==> src/rtl/dump_pkg.sv <==
// Shared definitions for the data-memory readback engine and the CPU top-level port mux.
// Latency: n/a (types and constants only).
// Backpressure: n/a.
package dump_pkg;

   // Readback FSM states
   typedef enum logic [1:0] {
      ST_IDLE = 2'd0,
      ST_READ = 2'd1,
      ST_SEND = 2'd2,
      ST_DONE = 2'd3
   } dump_state_e;

   // Bytes per memory word; the dump address advances by this amount per word
   localparam int WORD_BYTES = 4;

   // Load-word funct3. The top level forces this onto the memory access width
   // while the readback engine owns the data-memory port.
   localparam logic [2:0] FUNCT3_LW = 3'b010;

   // Clear the byte-offset bits so every access is a whole, aligned word
   function automatic logic [31:0] word_align(input logic [31:0] byte_adr);
      return {byte_adr[31:2], 2'b00};
   endfunction

endpackage

==> src/rtl/mem_dump_reader.sv <==
// Streams a contiguous, word-aligned region of data memory to a host over valid/ready.
// Latency: Start in cycle N -> Mem_Req in N+1 -> Dump_Valid in N+2; one word per 2 cycles.
// Backpressure: without Dump_Ready the offered word, its address and Mem_Adr hold; no re-read.
//
// Ports:
//   clk, reset              clock (rising edge), asynchronous active-high reset
//   Dump_Start/Abort        one-cycle start request (IDLE only) / synchronous abort
//   Dump_Base, Dump_Count   start byte address (low 2 bits ignored), number of words
//   ReadData                combinational read data from data_mem
//   Mem_Req, Mem_Adr        memory-port ownership and word address (READ and SEND)
//   Dump_Valid/Ready/Data/Adr  output word handshake, data and its byte address
//   Dump_Busy, Dump_Done    not idle / one-cycle pulse after the last word is accepted
//   Dump_Sum                wrapping sum of every word captured in the current dump
module mem_dump_reader
   import dump_pkg::*;
#(
   parameter int CNT_W = 16
) (
   input  logic             clk,
   input  logic             reset,
   input  logic             Dump_Start,
   input  logic             Dump_Abort,
   input  logic [31:0]      Dump_Base,
   input  logic [CNT_W-1:0] Dump_Count,
   input  logic [31:0]      ReadData,
   output logic             Mem_Req,
   output logic [31:0]      Mem_Adr,
   output logic             Dump_Valid,
   input  logic             Dump_Ready,
   output logic [31:0]      Dump_Data,
   output logic [31:0]      Dump_Adr,
   output logic             Dump_Busy,
   output logic             Dump_Done,
   output logic [31:0]      Dump_Sum
);

   dump_state_e      state_q, state_d;
   logic [31:0]      addr_q,  addr_d;
   logic [CNT_W-1:0] rem_q,   rem_d;
   logic [31:0]      data_q,  data_d;
   logic [31:0]      sum_q,   sum_d;

   logic             handshake;
   logic             last_word;

   assign handshake = (state_q == ST_SEND) && Dump_Ready;
   assign last_word = (rem_q == CNT_W'(1));

   always_comb begin
      state_d = state_q;
      addr_d  = addr_q;
      rem_d   = rem_q;
      data_d  = data_q;
      sum_d   = sum_q;

      case (state_q)
         ST_IDLE: begin
            // Abort has no meaning here, so a same-cycle Start is still honoured
            if (Dump_Start) begin
               sum_d = '0;
               if (Dump_Count != '0) begin
                  addr_d  = word_align(Dump_Base);
                  rem_d   = Dump_Count;
                  state_d = ST_READ;
               end else begin
                  // Empty dump: straight to the Done pulse, never touch memory
                  state_d = ST_DONE;
               end
            end
         end

         ST_READ: begin
            if (Dump_Abort) begin
               state_d = ST_IDLE;
            end else begin
               // Memory is combinational, so ReadData is valid for addr_q this cycle
               data_d  = ReadData;
               sum_d   = sum_q + ReadData;
               state_d = ST_SEND;
            end
         end

         ST_SEND: begin
            if (Dump_Abort) begin
               state_d = ST_IDLE;
            end else if (handshake) begin
               if (last_word) begin
                  state_d = ST_DONE;
               end else begin
                  rem_d   = rem_q - CNT_W'(1);
                  // Wraps naturally modulo 2^32
                  addr_d  = addr_q + 32'(WORD_BYTES);
                  state_d = ST_READ;
               end
            end
         end

         ST_DONE: begin
            state_d = ST_IDLE;
         end

         default: begin
            state_d = ST_IDLE;
         end
      endcase
   end

   always_ff @(posedge clk or posedge reset) begin
      if (reset) begin
         state_q <= ST_IDLE;
         addr_q  <= '0;
         rem_q   <= '0;
         data_q  <= '0;
         sum_q   <= '0;
      end else begin
         state_q <= state_d;
         addr_q  <= addr_d;
         rem_q   <= rem_d;
         data_q  <= data_d;
         sum_q   <= sum_d;
      end
   end

   // Outputs decode straight from registered state so reset clears them
   // immediately, without waiting for a clock edge.
   assign Mem_Req    = (state_q == ST_READ) || (state_q == ST_SEND);
   assign Mem_Adr    = addr_q;
   assign Dump_Valid = (state_q == ST_SEND);
   assign Dump_Data  = data_q;
   assign Dump_Adr   = addr_q;
   assign Dump_Busy  = (state_q != ST_IDLE);
   // An abort landing in the DONE cycle suppresses the pulse: aborted dumps never report Done
   assign Dump_Done  = (state_q == ST_DONE) && !Dump_Abort;
   assign Dump_Sum   = sum_q;

endmodule

==> config.mk <==
export PLATFORM = sky130hd
export DESIGN_NAME = mem_dump_reader
export DESIGN_NICKNAME = d
export VERILOG_FILES = /design/src/rtl/dump_pkg.sv /design/src/rtl/mem_dump_reader.sv
export SDC_FILE = /design/constraint.sdc
export NUM_CORES = 1
export LEC_CHECK = 0
export CAP_MARGIN = 30
export CORE_MARGIN = 2
export CORE_UTILIZATION = 44
export DETAILED_ROUTE_END_ITERATION = 6
export PLACE_DENSITY = 0.88
export SYNTH_ARGS = -nofsm -noshare
export SYNTH_HDL_FRONTEND = slang
export SYNTH_SLANG_ARGS = --single-unit
==> constraint.sdc <==
create_clock -name clk -period 3.6 [get_ports clk]
set_input_delay 0.54 -clock clk [delete_from_list [all_inputs] [get_ports clk]]
set_output_delay 0.54 -clock clk [all_outputs]
set_load 0.01 [all_outputs]
* Word level (Yosys, flattened, before mapping) *
Index checks and enable logic that the tools add are counted.

storage, ports and cells
  logic and storage cells = 55
  input bits = 85
  output and inout bits = 132
  register bits = 114

operators by class
  reduce and logical (&&, ||, !) cells = 13
  mux-type cells = 22
  bitwise logic cells = 1
  $add $sub $neg = 3
  equal/unequal tests = 11

operators by type and width
  operator                                            count
  2-to-1 mux 32 bit                                   7
  one-hot mux 32 bit (2 select lines)                 2
  2-to-1 mux 16 bit                                   5
  adder 32 x 3 -> 32 bit, second input constant       1
  adder 32 bit                                        1
  one-hot mux 16 bit (2 select lines)                 1
  == test 16 x 1 -> 1 bit, second input constant      1
  nonzero test 16 bit                                 1
  subtractor 16 x 1 -> 16 bit, second input constant  1
  2-to-1 mux 2 bit                                    6
  != test 2 bit, second input constant                5
  one-hot mux 2 bit (4 select lines)                  1
  AND reduction 6 bit                                 1
  nonzero test 2 bit                                  3
  == test 2 bit, second input constant                2
  AND reduction 2 bit                                 2
  != test 3 x 2 -> 1 bit, second input constant       1
  AND reduction 3 bit                                 1
  == test 2 x 1 -> 1 bit, second input constant       1
  logical AND 1 bit                                   2
  logical NOT 2 bit                                   1
  != test 2 x 1 -> 1 bit, second input constant       1
  logical NOT 1 bit                                   1
  logical OR 1 bit                                    1
  inverter 1 bit                                      1

* Longest topological paths before layout *
  depth in word-level cells = 5
  mapped depth = 12
  gate-level depth less buffers = 12

* Worst setup path after synthesis *
No wires, ideal clock.

  path type = input-to-reg
  start point = in ReadData[0]
  end point = reg sum_q[30], in the netlist Dump_Sum[30]
  data required time = 3.531 ns
  setup slack = 0.794 ns
  stages = 12
  buffers on the path = 0
  setup time = 0.069 ns
  arrival = 2.737 ns
  path through = ha_1 -> inv_1 -> fa_1 -> nor2b_4 -> o31ai_2 -> a21oi_4 -> a31oi_4 -> o31ai_4 -> a211oi_4 -> a31oi_1 -> or4b_1 -> nand3_1

between the ends
  cells in the longest elaborated chain, start to end = 3

RTL lines
  what                                 line                    RTL
  from (decl)                          mem_dump_reader.sv:25   input logic [31:0] ReadData,
  adder 32 bit                         mem_dump_reader.sv:78   sum_d = sum_q + ReadData;
  2-to-1 mux 32 bit                    mem_dump_reader.sv:73   if (Dump_Abort) begin
  one-hot mux 32 bit (2 select lines)  mem_dump_reader.sv:56   case (state_q)
  to (signal assigned)                 mem_dump_reader.sv:120  sum_q <= sum_d;
  to (decl)                            mem_dump_reader.sv:41   logic [31:0] sum_q, sum_d;

No other way between the ends. The select of a mux whose other input is x is not followed.
A chain may end at the register's enable or synchronous reset.

* Worst setup path in the final report *
Ends and elaborated chain as after synthesis.

==> impl_metrics.json <==
{
  "portBuffers": 210,
  "drc": 0,
  "synth_top_cell_area_share_pct": 38.8,
  "final_area_um2": 9640,
  "dpl-instance-area_um2": 9330,
  "dr.pass1.iters": 6,
  "nets": 1120,
  "ys_ff_latch": 112,
  "fp-row-count": 46,
  "timing.final.crit_share_pct": 86.8,
  "die_w_um": 132,
  "p_leak_nw": 3.86,
  "ctsRootBufferMaster": "clkbuf_16",
  "setup_viol": 0,
  "worst_slew_pin_slew_ns": 0.649,
  "syn_to_final_growth_pct": 33.5,
  "power.internal_mw": 4.81,
  "grt_pass1_vias": 6526,
  "maxCapViolations": 0,
  "cts-resized-gates": 0,
  "maxSlewHeadroom_pct": 56.8,
  "synth_edf_count": 0,
  "routed_wire_length_per_instance_um": 16.2,
  "cts_tree": "yes",
  "finalSetupTns_ns": 0,
  "synthFlopType": "dfrtp_1",
  "cp.arrival_ns": 3.42,
  "antenna_found_initial": 0,
  "insertion_delay_ns": 0.36,
  "syn_avg_cell_area_um2": 8.71,
  "async_flop_share_pct": 100,
  "yosys.area.top_type": "dfrtp_1",
  "io_pins": 217,
  "min_path_type": "reg -> reg",
  "layout_commonest_cell": "clkdlybuf4s50_1",
  "rsz0062_at_grt": "false",
  "finClkSkew_ns": 0.0127,
  "seqPwrFrac_pct": 29.3,
  "finalHoldViolCount": 0,
  "gr-total-overflow": 0,
  "power_density_nw_per_um2": 860,
  "place_congestion": 0.893,
  "drive_gt1_share_pct": 8.00,
  "post_cts.repair.setup_buffers": 0,
  "ant_nets": 0,
  "avgViaCountPerCell": 5.64,
  "layout_common_cells": "clkdlybuf4s50_1 (210), dfrtp_1 (112), a21oi_1 (105)",
  "clk_pin_slew_worst_paths_ns": 0.08,
  "synth_area_leaders": "dfrtp_1 (39%), a21oi_1 (7.3%), ha_1 (6.8%)",
  "cts.htree.levels": 3,
  "p_sw_share_pct": 41.9,
  "ctsHoldBuffers": 0,
  "grt_pass1_wl_um": 31900,
  "startpoint_type": "input pin",
  "netlist_area_um2": 7220,
  "clock.fmax_ghz": 0.320,
  "r2r_setup_slack_ns": 0.70,
  "initial_core_util_pct": 45.3,
  "fp.dieH_um": 132,
  "diodes": 0,
  "grt_usage_pct": 22.0,
  "critPathRequiredTime_ns": 3.89,
  "cp_max_fo": 3,
  "status": "complete, no violations",
  "yosysUniqueCellTypes": 65,
  "wirelength_um": 19700,
  "path_class": "in -> reg",
  "numCtsBuffers": 9,
  "syn-instance-count": 829,
  "num_vias": 6858,
  "seq_area_frac_synth_pct": 38.8,
  "ir_drop_uv": 443,
  "core-area_um2": 15900,
  "clockPowerShare_pct": 13.0,
  "combPwrFrac_pct": 57.8,
  "clock_sinks": 112,
  "p_sw_mw": 3.48,
  "grt_max_degree": 65,
  "whs_ns": 0.513,
  "critical_path.endpoint_type": "flop",
  "dp_hpwl_um": 14400,
  "drtIter0Drc": 447,
  "die-area_um2": 17500,
  "final.min_clock_period_ns": 3.13,
  "drv_slew": 0,
  "clockBufferDepth": 2,
  "yosysWarnings": 0
}
worst paths after layout:
check,startpoint,to,depth (start not counted)
setup / recovery,ReadData[0],Dump_Sum[30]$_DFFE_PP0P_,13
hold / removal,Dump_Data[6]$_DFFE_PP0P_,Dump_Data[6]$_DFFE_PP0P_,1
setup reg to reg,Dump_Sum[0]$_DFFE_PP0P_,Dump_Sum[30]$_DFFE_PP0P_,12
hold reg to reg,Dump_Data[6]$_DFFE_PP0P_,Dump_Data[6]$_DFFE_PP0P_,1
max in group asynchronous,reset,Dump_Sum[24]$_DFFE_PP0P_,3
min in group asynchronous,reset,Dump_Adr[15]$_DFFE_PP0P_,2
cell families (layout without fill, tap and decap cells):
family / Yosys count / in the layout / share of synthesized area (%)
other: 1 / 4 / 0.0519
DFF: 112 / 112 / 38.8
xor gates and xnor gates: 23 / 23 / 2.79
muxes: 36 / 36 / 5.54
AOI/OAI and AO/OA: 255 / 255 / 21.1
and+or+nand+nor: 267 / 267 / 17.7
adders and majority gates: 40 / 40 / 7.03
buffers and inverters: 95 / 263 / 6.93
cell usage after synthesis (4+ instances only):
library cell,count
dfrtp_1,112
a21oi_1,105
nand2_1,101
o21ai_0,64
nor2_1,50
nand3_1,40
ha_1,39
buf_4,34
mux2_2,32
clkbuf_1,29
inv_1,25
o22ai_1,22
xnor2_1,15
and3_1,12
nand2b_1,12
a31oi_1,10
nor3_1,9
nor4_1,9
xor2_1,8
nor2b_1,7
nand4_1,6
o31ai_1,6
o21a_1,5
a211oi_1,4
a22o_1,4
buf_1,4
mux2i_1,4
o211ai_1,4
o21bai_1,4
or3_1,4
power by group through the flow:
| stage | clock network, mW | registers [mW] | logic (mW) |
|---|---|---|---|
| after floorplan | 0 | 2.55 | 2.77 |
| after global placement | 0 | 2.39 | 4.65 |
| after detailed placement | 0 | 2.43 | 4.78 |
| after CTS | 1.09 | 2.42 | 4.81 |
| after global routing | 1.12 | 2.52 | 5.24 |
| final | 1.07 | 2.43 | 4.79 |
metal layers:
metal	vias up	part of all wire [%]	track usage (%)
li1	3279	-	-
met1	3245	40	26.7
met2	279	48	37.4
met3	55	8.0	5.57
met4	0	3.5	8.51
met5	-	0	0
per-stage QoR:
step                std cells  worst slack [ns]  utilization (%)  total power [mW]
floorplan                 832             0.101                -              5.32
global placement         1200             0.188             58.5              7.04
detailed placement       1200             0.155             58.5              7.21
CTS                      1216             0.499             60.5              8.31
global route             1216             0.311             60.5              8.89
finish                   1216             0.474             60.5              8.29
sequential cells by signal, indices dropped and copies added, names as in the netlist:
register   count
Dump_Adr      30
Dump_Data     32
Dump_Sum      32
rem_q         16
state_q        2
layout make-up:
| type | instances | area [um^2] |
|---|---|---|
| clock inverters | 7 | 86.3 |
| inverters | 25 | 96.3 |
| repair buffers | 222 | 2200 |
| multi-input cells | 625 | 3960 |
| fillers | 1311 | 6300 |
| well taps | 216 | 270 |
| flip-flops and latches | 112 | 2800 |
| clock buffers | 9 | 225 |
critical path: stages:
cell	delay [ns]
clkdlybuf4s50_1	0.42
ha_1	0.24
inv_1	0.08
fa_1	0.25
nor2b_4	0.06
o31ai_2	0.31
a21oi_4	0.12
a31oi_4	0.24
o31ai_4	0.12
a211oi_4	0.28
a31oi_1	0.16
or4b_1	0.47
nand3_1	0.10
Note: power is estimated with default switching activity, not from simulation.
